===== src/rtl/string_streamer_if.sv =====
// string_streamer_if: buffer write port, stream control and valid/ready character output.
interface string_streamer_if #(
    parameter int CHAR_W = 8,
    parameter int ADDR_W = 7
);
    logic              wr_en;
    logic [ADDR_W-1:0] wr_addr;
    logic [CHAR_W-1:0] wr_data;
    logic              start;
    logic [ADDR_W:0]   len;
    logic              loop;
    logic              abort;
    logic [CHAR_W-1:0] out_data;
    logic              out_valid;
    logic              out_ready;
    logic              out_last;
    logic              busy;
    logic              done;
    modport master (
        output wr_en, wr_addr, wr_data, start, len, loop, abort, out_ready,
        input  out_data, out_valid, out_last, busy, done
    );
    modport slave (
        input  wr_en, wr_addr, wr_data, start, len, loop, abort, out_ready,
        output out_data, out_valid, out_last, busy, done
    );
endinterface


===== src/rtl/string_streamer.sv =====
// string_streamer: character buffer that streams a loaded string over valid/ready,
// with optional looping and abort.
module string_streamer #(
    parameter int CHAR_W = 8,
    parameter int DEPTH  = 80,
    parameter int ADDR_W = 7
) (
    input  logic                clk,
    input  logic                rst,
    string_streamer_if.slave    bus
);
    localparam logic [0:0]    IDLE    = 1'b0;
    localparam logic [0:0]    STREAM  = 1'b1;
    localparam logic [ADDR_W:0] L_DEPTH = (ADDR_W+1)'(DEPTH);
    logic [CHAR_W-1:0] r_mem [DEPTH];
    logic [0:0]        r_state;
    logic [ADDR_W-1:0] r_ptr;
    logic [ADDR_W:0]   r_len;
    logic              r_loop;
    logic [CHAR_W-1:0] r_data;
    logic              r_done;
    logic [ADDR_W-1:0] w_nxt;
    logic [ADDR_W:0]   w_len;
    logic              w_last;
    logic              w_busy;
    assign w_busy = r_state == STREAM;
    assign w_nxt  = r_ptr + ADDR_W'(1);
    assign w_len  = bus.len > L_DEPTH ? L_DEPTH : bus.len;
    assign w_last = {1'b0, r_ptr} == r_len - (ADDR_W+1)'(1);
    assign bus.out_data  = r_data;
    assign bus.out_valid = w_busy;
    assign bus.out_last  = w_busy && w_last;
    assign bus.busy      = w_busy;
    assign bus.done      = r_done;
    // Buffer has no reset and is write-locked while streaming.
    always_ff @(posedge clk)
        if (bus.wr_en && !w_busy && {1'b0, bus.wr_addr} < L_DEPTH)
            r_mem[bus.wr_addr] <= bus.wr_data;
    always_ff @(posedge clk or posedge rst) begin
        if (rst) begin
            r_state <= IDLE;
            r_ptr   <= '0;
            r_len   <= '0;
            r_loop  <= 1'b0;
            r_data  <= '0;
            r_done  <= 1'b0;
        end else begin
            r_done <= 1'b0;
            if (r_state == IDLE) begin
                if (bus.start && bus.len != '0) begin
                    r_state <= STREAM;
                    r_len   <= w_len;
                    r_loop  <= bus.loop;
                    r_ptr   <= '0;
                    r_data  <= r_mem[0];
                end else if (bus.start) begin
                    r_done <= 1'b1;
                end
            end else if (bus.abort) begin
                r_state <= IDLE;
                r_done  <= 1'b1;
            end else if (bus.out_ready) begin
                if (!w_last) begin
                    r_ptr  <= w_nxt;
                    r_data <= r_mem[w_nxt];
                end else if (r_loop) begin
                    r_ptr  <= '0;
                    r_data <= r_mem[0];
                end else begin
                    r_state <= IDLE;
                    r_done  <= 1'b1;
                end
            end
        end
    end
endmodule


===== src/flat_wrapper.sv =====
// flat-port wrapper written by rule: the top's interface ports become plain ports
module string_streamer_flat 
#(
    parameter int CHAR_W = 8,
    parameter int DEPTH  = 80,
    parameter int ADDR_W = 7
)
  (clk, rst, bus_wr_en, bus_wr_addr, bus_wr_data, bus_start, bus_len, bus_loop, bus_abort, bus_out_ready, bus_out_data, bus_out_valid, bus_out_last, bus_busy, bus_done);
  string_streamer_if #(.CHAR_W(CHAR_W), .ADDR_W(ADDR_W)) bus_i ();
  input  logic clk;
  input  logic rst;
  input wire logic [$bits(bus_i.wr_en)-1:0] bus_wr_en;
  input wire logic [$bits(bus_i.wr_addr)-1:0] bus_wr_addr;
  input wire logic [$bits(bus_i.wr_data)-1:0] bus_wr_data;
  input wire logic [$bits(bus_i.start)-1:0] bus_start;
  input wire logic [$bits(bus_i.len)-1:0] bus_len;
  input wire logic [$bits(bus_i.loop)-1:0] bus_loop;
  input wire logic [$bits(bus_i.abort)-1:0] bus_abort;
  input wire logic [$bits(bus_i.out_ready)-1:0] bus_out_ready;
  output wire logic [$bits(bus_i.out_data)-1:0] bus_out_data;
  output wire logic [$bits(bus_i.out_valid)-1:0] bus_out_valid;
  output wire logic [$bits(bus_i.out_last)-1:0] bus_out_last;
  output wire logic [$bits(bus_i.busy)-1:0] bus_busy;
  output wire logic [$bits(bus_i.done)-1:0] bus_done;
  assign bus_i.wr_en = bus_wr_en;
  assign bus_i.wr_addr = bus_wr_addr;
  assign bus_i.wr_data = bus_wr_data;
  assign bus_i.start = bus_start;
  assign bus_i.len = bus_len;
  assign bus_i.loop = bus_loop;
  assign bus_i.abort = bus_abort;
  assign bus_i.out_ready = bus_out_ready;
  assign bus_out_data = bus_i.out_data;
  assign bus_out_valid = bus_i.out_valid;
  assign bus_out_last = bus_i.out_last;
  assign bus_busy = bus_i.busy;
  assign bus_done = bus_i.done;
  string_streamer #(.CHAR_W(CHAR_W), .DEPTH(DEPTH), .ADDR_W(ADDR_W)) u_core (.clk(clk), .rst(rst), .bus(bus_i));
endmodule

===== config.mk =====
export PLATFORM = sky130hd
export DESIGN_NAME = string_streamer_flat
export DESIGN_NICKNAME = d
export VERILOG_FILES = /design/src/rtl/string_streamer_if.sv /design/src/rtl/string_streamer.sv /design/src/flat_wrapper.sv
export SDC_FILE = /design/constraint.sdc
export NUM_CORES = 1
export LEC_CHECK = 0
export BUFFER_PORTS_ARGS = -buffer_cell sky130_fd_sc_hd__buf_2
export CORE_MARGIN = 10
export CORE_UTILIZATION = 35
export DETAILED_ROUTE_END_ITERATION = 6
export SYNTH_ARGS = -nofsm -noshare
export SYNTH_HDL_FRONTEND = slang
export SYNTH_SLANG_ARGS = --single-unit
export TNS_END_PERCENT = 30

===== constraint.sdc =====
create_clock -name clk -period 3.5 [get_ports clk]
set_clock_uncertainty 0.15 [all_clocks]
set_input_delay 0 -clock clk [delete_from_list [all_inputs] [get_ports clk]]
set_output_delay 0 -clock clk [all_outputs]
set_load 0.01 [all_outputs]

==> results of run 1 <==
metrics by stage:
stage / power (uW) / hold WS (ns) / instance area, um2 / utilization (%)
after floorplan: 10750 / -0.1100 / 26480 / -
after global placement: 11810 / -0.07822 / 28980 / 38.80
after detailed placement: 11830 / -0.07059 / 28980 / 38.80
final: 18650 / 0.02494 / 31440 / 42.09
after CTS: 18840 / 0.001055 / 31430 / 42.07
after global routing: 19300 / 0.03652 / 31430 / 42.08
sequential cells by signal, indices dropped and copies added (netlist names):
signal               count
u_core.bus.busy          1
u_core.bus.done          1
u_core.bus.out_data      8
u_core.r_len             8
u_core.r_loop            1
u_core.r_mem           640
u_core.r_ptr             7
layout make-up:
class	count	share of cell area, %
Antenna cell	1	0.007960
Clock buffer	93	6.050
Clock inverter	27	0.6846
Inverter	8	0.09552
Multi-Input combinational cell	580	20.13
Sequential cell	666	63.22
Tap cell	969	3.857
Timing Repair Buffer	239	5.962
cell usage in the layout (no fill, tap or decap), types with 15 or more instances in the layout:
cell type	instances
a2111oi_0	15
a21oi_1	19
buf_2	41
buf_4	157
clkbuf_1	20
clkbuf_16	73
dfrtp_1	25
dlygate4sd3_1	33
edfxtp_1	640
mux4_2	167
nand2_1	62
nand3_1	18
nor2_1	110
o21ai_0	40
where the power goes:
part / internal, uW / leakage [uW] / switching (uW)
logic: 1320 / 0.00297 / 1490
clock network: 4040 / 0.00103 / 2950
registers: 8790 / 0.00608 / 58.7
total: 14100 / 0.0101 / 4510
per-layer routing:
metal	vias to the layer above	GRT usage, %	share of wire [%]
met3	107	3.960	7.8
met1	7234	20.51	42
met2	502	23.76	47
met5	-	0	0.041
li1	5939	-	-
met4	4	5.547	2.9
repair_timing:
action,4_1_cts,5_1_grt
hold buffers,33,0
resized for setup,0,1
endpoints found under the hold margin,153,0
setup endpoints to repair,0,1
logic make-up (layout without fill, tap and decap cells):
family	count (synthesis)	count (layout)	synth area share [%]
xor+xnor	17	17	0.5624
other cells	0	1	0
buf+inv	70	367	1.219
fa+ha+maj	2	2	0.09449
simple gates	235	235	3.932
compound gates	140	140	3.672
mux	186	186	15.48
flops	666	666	75.04
path summary, 6_finish.rpt:
check | from | to | slack [ns] | depth (start not counted)
worst max-delay path | u_core.r_len[2] | u_core.bus.done | 0.22 | 8
worst min-delay path | bus_wr_data[4] | u_core.r_mem[36][4] | 0.02 | 1
worst max register to register | u_core.r_len[2] | u_core.bus.done | 0.22 | 8
worst min register to register | u_core.bus.out_data[5] | u_core.bus.out_data[5] | 0.39 | 2
max in group asynchronous | rst | u_core.r_ptr[0] | 2.45 | 5
min in group asynchronous | rst | u_core.r_len[1] | 0.44 | 5
==> metrics.yaml, run 1 <==
status: "completed"
cp_top_family: "simple AND/OR/NAND/NOR gates"
num_vias: 13790
final-hold-violation-count: 0
yosysUniqueCellTypes: 56
antenna_found_initial: 5
vias_per_cell: 5.337
powerDensity_mw_per_mm2: 593.3
power.leakage_uw: 0.01007
cp_slowest_cell: "dlygate4sd3_1"
drtAntennaViolNets: 0
areaGrowthSynthToFinish_pct: 18.73
cp_max_fo: 8
synthesis.area_mm2: 0.02648
synth.area.top_cells: "edfxtp_1 (73%), mux4_2 (14%), dfrtp_1 (2.5%)"
synth-async-reset-ratio_pct: 3.904
synth_common_cells: "edfxtp_1 (640), mux4_2 (167), nor2_1 (110), nand2_1 (62), o21ai_0 (40)"
multi_input_area_mm2: 0.006327
dp_hpwl_um: 41540
critPathLaunchType: "flip-flop"
synth_ff_type: "edfxtp_1"
drive_above_1_share_pct: 29.57
cts_tree: "yes"
ir_worst_vdd_mv: 0.3191
cts_setup_buffers: 0
route.detailed.drc: 0
maxCapViolCount: 0
worstMarginPinSlew_ns: 1.254
cts-root-buf: "clkbuf_16"
synth_largest_area_cell: "edfxtp_1"
gr-total-overflow: 0
placed_cells: 2429
setup_viol: 0
grt_start_max_net_pins: 58
syn_area_per_cell_um2: 20.12
io_buffers: 41
cts_max_level: 3
max_freq_mhz: 305.1
final_cells: 2583
yosysTopAreaCellShare_pct: 72.58
die_h_um: 295.0
cp.arrival_ns: 3.67
drv_slew: 0
synth_edf_count: 640
rsz0062_at_grt: "no"
post-place-ws_ns: 0.3369
wirelength_um: 66240
path_clk_slew_ns: 0.06
synth_most_common_cell: "edfxtp_1"
cp_common_cell: "o21ai_0"
initial_utilization_pct: 35.45
min_period_ns: 3.278
fill_cells: 6433
ff_latch_area_mm2: 0.01987
worstPathRequired_ns: 3.89
io_pins: 42
die_area_mm2: 0.08705
syn_nets: 1348
cpPeakStageDelay_ns: 0.56
row_count: 100
cts.sinks: 666
first_pass_iters: 5
cts-buffers-inserted: 73
grt_pass1_vias: 14400
finalSetupTns_ns: 0
max_slew_margin_pct: 16.43
ys_seq_area_share_pct: 75.04
crit_buf_inv: 1
path_cells: "or3_1 -> or3_4 -> a2111oi_4 -> o2111ai_4 -> nor3b_1 -> o21ai_0 -> o21ai_0 -> dlygate4sd3_1"
setup_slack_ns: 0.2222
min_path_type: "in2reg"
synthCells: 1316
die_x_um: 295.0
post_drt_wl_per_cell_um: 25.65
grt_util_all_layers_pct: 15.27
ys_ff_latch: 666
worstSetupPathType: "reg2reg"
nets: 1600
yosysWarningCount: 0
clockBufferDepth: 3
gp_congestion: 0.8812
clk_latency_ns: 0.61
grt_pass1_wl_um: 97720
drtIter0Drc: 1481
core_region_area_mm2: 0.07470
fin_crit_sh_pct: 93.65
cp-end-kind: "flip-flop"
(Power assumes the default switching activity.)
==> run 2, diff against run 1 <==
- BUFFER_PORTS_ARGS: -buffer_cell sky130_fd_sc_hd__buf_2 -> -buffer_cell sky130_fd_sc_hd__buf_4
==> run 2 against run 1 <==
- sequential share of layout area shrank 0.14 points
- register-to-register slack lost 0.08 ns
- final area up 0.23%
- total power rose by 1.1%
- clock power grew 3.6%
- core utilization rose by 0.095 points
- non-clock buffer count shrank 24
==> metrics.yaml, run 2 (synthesized netlist as in run 1, its figures left out) <==
power.leakage_uw: 0.01006
setup_viol: 0
worstPathRequired_ns: 3.83
p_total_uw: 18860
areaGrowthSynthToFinish_pct: 19.00
gr-total-overflow: 0
grt_start_max_net_pins: 81
cts.sinks: 666
cpPeakStageDelay_ns: 0.69
cp.arrival_ns: 3.68
grt_pass1_wl_um: 95630
maxCapViolCount: 0
busiest_layer: "met2"
die_h_um: 295.0
multi_input_area_mm2: 0.006330
cts-root-buf: "clkbuf_16"
path_cells: "ha_4 -> buf_4 -> mux4_2 -> and2_1 -> a2111oi_0 -> buf_4 -> o31ai_1 -> o21ai_0 -> o21ai_0"
fin_crit_sh_pct: 95.82
first_pass_iters: 5
drive_above_1_share_pct: 28.55
num_vias: 13800
vias_per_cell: 5.375
path_clk_slew_ns: 0.06
layout_common_cells: "edfxtp_1 (640), buf_4 (170), mux4_2 (167)"
cts_tree: "yes"
drv_slew: 0
drtAntennaViolNets: 0
ff_latch_area_mm2: 0.01987
io_pins: 42
ir_worst_vdd_mv: 0.3874
final-hold-violation-count: 0
core_region_area_mm2: 0.07470
grt_pass1_vias: 14190
setup_slack_ns: 0.1464
cp-end-kind: "flip-flop"
finalSetupTns_ns: 0
gp_congestion: 0.8211
cp_top_family: "compound AO/OA/AOI/OAI gates"
rsz0062_at_grt: "no"
hold-worst-slack_ns: 0.03307
min_period_ns: 3.354
clockBufferDepth: 3
critPathLaunchType: "flip-flop"
route.detailed.drc: 0
initial_utilization_pct: 35.45
post-place-ws_ns: 0.1605
largest_reg_flops: 640
max_slew_margin_pct: 27.73
nets: 1573
worstMarginPinSlew_ns: 1.083
final_cells: 2567
cts_max_level: 3
cp_max_fo: 19
dp_hpwl_um: 39300
met1_usage_pct: 21.27
fill_cells: 6422
grtUsageMet2_pct: 22.64
io_buffers: 41
die_area_mm2: 0.08705
clk_latency_ns: 0.63
drtIter0Drc: 1262
max_freq_mhz: 298.2
row_count: 100
worstSetupPathType: "reg2reg"
powerDensity_mw_per_mm2: 598.4
cp_slowest_cell: "a2111oi_0"
post_drt_wl_per_cell_um: 24.94
grt_util_all_layers_pct: 14.74
placed_cells: 2402
cts_setup_buffers: 0
die_x_um: 295.0
layout_commonest_cell: "edfxtp_1"
wirelength_um: 64010
use_met3_pct: 2.775
largest_register: "u_core.r_mem"
min_path_type: "in2reg"
cts-buffers-inserted: 70
crit_buf_inv: 2
status: "completed"
antenna_found_initial: 2
[run 2: final timing paths]
check | start | end | slack [ns] | cells past startpoint
setup / recovery | u_core.r_ptr[1] | u_core.bus.out_data[0] | 0.15 | 9
hold / removal | bus_wr_addr[6] | u_core.r_mem[55][1] | 0.03 | 4
setup reg to reg | u_core.r_ptr[1] | u_core.bus.out_data[0] | 0.15 | 9
hold reg to reg | u_core.r_mem[0][0] | u_core.bus.out_data[0] | 0.38 | 2
max in group asynchronous | rst | u_core.r_ptr[0] | 2.35 | 3
min in group asynchronous | rst | u_core.r_len[2] | 0.07 | 3
[run 2: area by class of cell]
class	instances	share of cell area, %
Clock inverter	41	1.223
Clock buffer	87	5.897
Multi-Input combinational cell	580	20.09
Inverter	8	0.09531
Tap cell	969	3.848
Antenna cell	1	0.007942
Timing Repair Buffer	215	5.766
Sequential cell	666	63.07
[run 2: repair_timing]
action | 4_1_cts | 5_1_grt
endpoints found under the setup margin | 0 | 4
hold buffers | 36 | 0
resized for setup | 0 | 3
hold endpoints to repair | 703 | 0
[run 2: metal layers]
metal	part of all wire (%)	wire, um	vias to the layer above
met4	2.3	1445	2
met3	6.1	3907	101
met5	0.020	13	-
li1	-	-	5895
met2	46	29590	467
met1	45	29050	7332
[run 2: report_power, final]
group / internal (uW) / leakage, uW / switching [uW]
sequential: 8790 / 0.00608 / 81.0
combinational: 1310 / 0.00288 / 1440
clock: 4180 / 0.00109 / 3060
total: 14300 / 0.0101 / 4580
[run 2: stage by stage]
step	utilization [%]	instance area [um2]
5_1_grt	42.18	31510
3_5_place_dp	38.68	28890
4_1_cts	42.17	31500
3_3_place_gp	38.68	28890
6_report	42.18	31510
2_1_floorplan	-	26480
[run 2: worst reg2reg max path: stages (launching register included)]
cell       delay [ns]
dfrtp_1          0.50
ha_4             0.48
buf_4            0.35
mux4_2           0.37
and2_1           0.18
a2111oi_0        0.69
buf_4            0.23
o31ai_1          0.07
o21ai_0          0.11
o21ai_0          0.09
